$ cat src/rtl/fifo_reader.sv
// Adapts a shift_out/empty FIFO with one-cycle read latency to a valid/ready stream via a 2-entry skid buffer.
// Optional feature: define FIFO_READER_COUNT_EN to add the 16-bit word_count output.
module fifo_reader #(
  parameter int WIDTH = 8
) (
  input  logic             clk,
  input  logic             res,
  input  logic             fifo_empty,
  output logic             fifo_shift_out,
  input  logic [WIDTH-1:0] fifo_rdata,
  output logic             out_valid,
  input  logic             out_ready,
  output logic [WIDTH-1:0] out_data
`ifdef FIFO_READER_COUNT_EN
  ,
  output logic [15:0]      word_count
`endif
);

  typedef enum logic [1:0] {
    EMPTY = 2'd0,
    HALF  = 2'd1,
    FULL  = 2'd2
  } state_t;

  state_t           state_reg, state_next;
  logic             inflight_reg;
  logic             out_valid_reg;
  logic [WIDTH-1:0] head_reg, tail_reg;
  logic             pop, capture;
  logic [1:0]       occ;
  logic [2:0]       occ_after;

  assign capture = inflight_reg;
  assign pop     = out_valid_reg & out_ready;

  always_ff @(posedge clk or posedge res) begin
    if (res) begin
      state_reg     <= EMPTY;
      inflight_reg  <= 1'b0;
      out_valid_reg <= 1'b0;
    end else begin
      state_reg     <= state_next;
      inflight_reg  <= fifo_shift_out;
      out_valid_reg <= (state_next != EMPTY);
    end
  end

  always_comb begin
    state_next     = state_reg;
    occ            = 2'd0;
    occ_after      = 3'd0;
    fifo_shift_out = 1'b0;
    case (state_reg)
      EMPTY: occ = 2'd0;
      HALF:  occ = 2'd1;
      FULL:  occ = 2'd2;
      default: occ = 2'd0;
    endcase
    // Only strobe when the word it fetches is guaranteed a free slot on arrival.
    occ_after      = {1'b0, occ} + {2'b00, inflight_reg} - {2'b00, pop};
    fifo_shift_out = !res && !fifo_empty && (occ_after <= 3'd1);
    case (state_reg)
      EMPTY: if (capture) state_next = HALF;
      HALF: begin
        if (capture && !pop)      state_next = FULL;
        else if (pop && !capture) state_next = EMPTY;
      end
      FULL: if (pop && !capture) state_next = HALF;
      default: state_next = EMPTY;
    endcase
  end

  always_ff @(posedge clk or posedge res) begin
    if (res) begin
      head_reg <= '0;
      tail_reg <= '0;
    end else if (state_reg == FULL) begin
      if (pop) begin
        head_reg <= tail_reg;
        if (capture) tail_reg <= fifo_rdata;
      end
    end else if (capture) begin
      // With one or zero words left after this cycle, the new word becomes the head.
      if (state_reg == EMPTY || pop) head_reg <= fifo_rdata;
      else                           tail_reg <= fifo_rdata;
    end
  end

  assign out_valid = out_valid_reg;
  assign out_data  = head_reg;

`ifdef FIFO_READER_COUNT_EN
  logic [15:0] count_reg;

  always_ff @(posedge clk or posedge res) begin
    if (res)      count_reg <= 16'h0000;
    else if (pop) count_reg <= count_reg + 16'h0001;
  end

  assign word_count = count_reg;
`endif

endmodule

$ cat config.mk
export PLATFORM = sky130hd
export DESIGN_NAME = fifo_reader
export DESIGN_NICKNAME = d
export VERILOG_FILES = /design/src/rtl/fifo_reader.sv
export SDC_FILE = /design/constraint.sdc
export NUM_CORES = 1
export LEC_CHECK = 0
export CAP_MARGIN = 20
export CELL_PAD_IN_SITES_DETAIL_PLACEMENT = 1
export CELL_PAD_IN_SITES_GLOBAL_PLACEMENT = 2
export CORE_UTILIZATION = 25
export CTS_BUF_LIST = sky130_fd_sc_hd__clkbuf_8 sky130_fd_sc_hd__clkbuf_16
export CTS_CLUSTER_DIAMETER = 120
export DETAILED_ROUTE_END_ITERATION = 6
export GPL_TIMING_DRIVEN = 1
export PLACE_DENSITY_LB_ADDON = 0.1
export SLEW_MARGIN = 20
export SYNTH_ARGS = -nofsm -noshare
export SYNTH_HDL_FRONTEND = slang
export SYNTH_SLANG_ARGS = --single-unit
export TNS_END_PERCENT = 10
$ cat constraint.sdc
create_clock -name clk -period 2.3 [get_ports clk]
set_input_delay 0.23 -clock clk [delete_from_list [all_inputs] [get_ports clk]]
set_output_delay 0.23 -clock clk [all_outputs]
set_load 0.005 [all_outputs]
Yosys cells after proc, flatten, opt, wreduce, memory -nomap -nowiden
Index checks and enable logic that the tools add are counted.
{ "totals": {"output_inout_bits": 10, "inputBits": 12, "word_cells": 44, "ff_bits": 20} }
{ "op_classes": {"n_lt_le_gt_ge": 1, "n_eq_ne": 5, "bitwise": 1, "reduce_logical": 15, "add_sub_neg": 2, "mux": 15} }
{ "ops": {"columns": ["op", "count"], "rows": [
  ["2-to-1 mux 8 bit", 9],
  ["2-to-1 mux 2 bit", 4],
  ["!= test 2 bit, second input constant", 3],
  ["one-hot mux 2 bit (3 select lines)", 1],
  ["nonzero test 2 bit", 3],
  ["logical AND 1 bit", 4],
  ["zero test 1 bit", 4],
  ["one-hot mux 2 bit (2 select lines)", 1],
  ["AND reduction 4 bit", 1],
  ["adder 2 x 1 -> 3 bit", 1],
  ["<= comparator 3 x 1 -> 1 bit, second input constant", 1],
  ["AND reduction 3 bit", 1],
  ["subtractor 3 x 1 -> 3 bit", 1],
  ["equality test 2 x 1 -> 1 bit, second input constant", 1],
  ["equality test 2 bit, second input constant", 1],
  ["zero test 2 bit", 1],
  ["AND 1 bit", 1],
  ["logical OR 1 bit", 1]
]} }

Depth between registers and ports, before layout
{ "logic_depth": {"ltp_word": 6, "mapped_depth": 7, "depth_no_buf": 7} }

Least setup slack after synthesis
Ideal clock, no wire load.
{ "synth_timing": {"kind": "reg-to-output", "start": "register state_reg[1]", "end": "output fifo_shift_out", "required_time_ns": 2.070, "path_stages_with_launch": 8, "slack_ns": 0.257, "arrival_ns": 1.813, "n_path_buf": 0, "path_cell_list": "dfrtp_1 -> nor2b_1 -> xnor2_1 -> ha_1 -> inv_1 -> fa_1 -> xnor2_1 -> nor4b_1"} }
{ "synth_between": {"elab_chain_len": 6} }
{ "synth_rtl": {"columns": ["element", "line", "source"], "rows": [
  ["start: declaration", "26", "state_t state_reg, state_next;"],
  ["start signal: assignment", "43", "state_reg <= state_next;"],
  ["equality test 2 bit / equality test 2 x 1 -> 1 bit (equally long branches)", "54", "case (state_reg)"],
  ["one-hot mux 2 bit (2 select lines) (*)", "54", null],
  ["adder 2 x 1 -> 3 bit (*)", "61", "occ_after = {1'b0, occ} + {2'b00, inflight_reg} - {2'b00, pop};"],
  ["subtractor 3 x 1 -> 3 bit (*)", "61", null],
  ["<= comparator 3 x 1 -> 1 bit (*)", "62", "fifo_shift_out = !res && !fifo_empty && (occ_after <= 3'd1);"],
  ["logical AND 1 bit (*)", "62", null],
  ["end: declaration", "9", "output logic fifo_shift_out,"]
]} }
Mark *: on every way between the ends. The rest lies on a longest branch, timed or not.

Worst setup path after layout
Ends and elaborated chain as after synthesis.

==> flow_summary.toml <==
[run_status]
status = "complete, no violations"

[layout]
antenna_cells = 0
nets = 125
drive_gt1_share_pct = 54.5
syn_to_final_growth_pct = 48.3

[synth]
netlist_area_um2 = 1040
synth_top_area_share_pct = 48.3
ys_seq_area_share_pct = 48.3
synth_area_leaders = "dfrtp_1 48%, mux2_4 19%, mux2_2 12%, xnor2_1 2.5%, fa_1 1.9%"
async_reset_ff_share_pct = 100
synth_cell_types = 24
yosys.area.top_type = "dfrtp_1"
synth-edff-count = 0
ys.flop_type = "dfrtp_1"
syn_nets = 84
yosysMostFrequentCell = "dfrtp_1"
syn_area_per_cell_um2 = 14.8
synthesis.instances = 70
yosysWarnings = 0
ys_seq_elements = 20
synthTopCellsByCount = "20 x dfrtp_1, 13 x mux2_4, 11 x mux2_2"

[power_and_ir_drop]
internal_power_w = 0.00134
clockPowerShare_pct = 14.3
power_frac_comb_pct = 53.1
p_total_w = 0.00187
p_leak_nw = 0.700
seq_power_share_pct = 32.6
ir_worst_vdd_uv = 398
p_per_area_nw_per_um2 = 1210
power_switching_w = 0.000528
switching_share_pct = 28.3

[worst_setup_path]
cp_num_buf_inv = 2
crit_fanout = 2
cp_common_cell = "xnor2_2"
critical-path-max-stage-delay_ns = 0.41
end_kind = "output pin"
slowest_stage = "dfrtp_1"
start_kind = "register"
crit_arrival_ns = 2.04
cp_data_required_time_ns = 2.07
path_delay_family = "adder cells"
crit_chain = "nor2b_4, xnor2_2, ha_2, inv_2, fa_2, xnor2_2, nor4b_4, buf_2"
path_class = "reg2out"

[routing]
vias = 690
ant_nets = 0
drt-initial-drc-count = 6
drt-pass1-iter-count = 2
wl_per_cell_um = 13.6
drc_errors = 0
avgViaCountPerCell = 4.31
routed_wl_um = 2180

[clocking]
cts.sinks = 20
cts_tree = "done"
cts_root_buf = "clkbuf_8"
insertion_delay_ns = 0.25
htree_levels = 1
cts_buffers = 3
clockBufferDepth = 2
cts.clk_slew.worst_paths_ns = 0.07

[floorplanning]
row_count = 23
die_y_um = 66.4
core_um2 = 4000
initial_core_util_pct = 25.9
die-area_um2 = 4410
ios = 22
die_w_um = 66.4

[global_route]
grtUsageTotal_pct = 11.6
overflow = 0
grt_pass1_vias = 765
grt_pass1_wl_um = 3680
grt_max_degree = 21
antenna_found_initial = 0

[placed_design]
place_hpwl_um = 1530
io_buffers = 21
place_congestion = 0.688

[run]
drv_cap = 0

[sta]
max_slew.worst_pin.slew_ns = 0.818
fin_skew_ns = 0.00125
finalSetupTns_ns = 0
finalHoldViolCount = 0
maxSlewViolCount = 0
period_share_pct = 98.5
fin_crit_ns = 2.27
rsz0062_at_grt = "yes"
finalSetupViolCount = 0
fmax_ghz = 0.441
slew_headroom_pct = 45.4

[min_path]
min_path_type = "reg2reg"
==> metrics by stage <==
step / worst slack (ns) / instance area [µm²] / cells / utilization (%) / hold WS (ns)
3_3_place_gp: -0.497 / 1370 / 149 / 34.3 / 0.483
4_1_cts: -0.0364 / 1510 / 160 / 37.8 / 0.512
3_5_place_dp: -0.607 / 1370 / 149 / 34.3 / 0.494
5_1_grt: -0.0900 / 1540 / 160 / 38.4 / 0.532
2_1_floorplan: 0.257 / 1040 / 70 / - / 0.194
6_report: 0.0342 / 1540 / 160 / 38.4 / 0.507
==> path summary, 6_finish.rpt <==
check                             start             end  slack [ns]  cells after the start
setup / recovery           state_reg[1]  fifo_shift_out        0.03                      8
hold / removal              tail_reg[0]     tail_reg[0]        0.51                      1
setup reg to reg           state_reg[1]         capture        0.08                     13
hold reg to reg             tail_reg[0]     tail_reg[0]        0.51                      1
max in group asynchronous           res     out_data[1]        1.26                      2
min in group asynchronous           res       out_valid        0.53                      2
==> power by group through the flow <==
| stage | Combinational [W] | Sequential, W | Clock, W |
|---|---|---|---|
| 2_1_floorplan | 0.000499 | 0.000619 | 0 |
| 3_3_place_gp | 0.000850 | 0.000610 | 0 |
| 3_5_place_dp | 0.000862 | 0.000613 | 0 |
| 4_1_cts | 0.000969 | 0.000613 | 0.000281 |
| 5_1_grt | 0.00108 | 0.000631 | 0.000296 |
| 6_report | 0.000990 | 0.000609 | 0.000267 |
==> layer usage <==
layer / global-route usage, % / wire length (µm) / vias to the layer above
met5: 0 / 0 / -
met4: 4.79 / 23 / 0
met3: 3.10 / 84 / 2
met2: 18.2 / 1050 / 12
met1: 15.0 / 1020 / 349
li1: - / - / 327
==> cell families after synthesis <==
| family | Yosys count | share of synthesized area [%] |
|---|---|---|
| xor gates and xnor gates | 3 | 2.53 |
| buffers and inverters | 6 | 3.74 |
| muxes | 24 | 30.8 |
| AOI/OAI and AO/OA | 8 | 7.12 |
| and+or+nand+nor | 7 | 4.46 |
| adders and majority gates | 2 | 3.14 |
| DFF | 20 | 48.3 |
==> timing repair <==
action / in CTS / in global routing
resized for setup: 15 / 6
setup endpoints to repair: 1 / 2
hold buffers: 0 / 0
buffers inserted: 7 / 0
pin swaps: 5 / 2
==> cell usage in the layout (no fill, tap or decap), types with 2 or more instances in the layout <==
master and count:
dfrtp_1 20, clkdlybuf4s50_1 19, mux2_4 13, buf_4 13, mux2_2 11, buf_6 5
clkbuf_8 4, a21o_1 2, nor2_1 2, xnor2_2 2
==> cell type report <==
type	count	area [µm²]
Multi-Input combinational cell	44	546
Timing Repair Buffer	39	358
Inverter	3	16.3
Sequential cell	20	500
Clock buffer	4	55.1
Tap cell	50	62.6
Fill cell	419	2460
(Power assumes the default switching activity.)
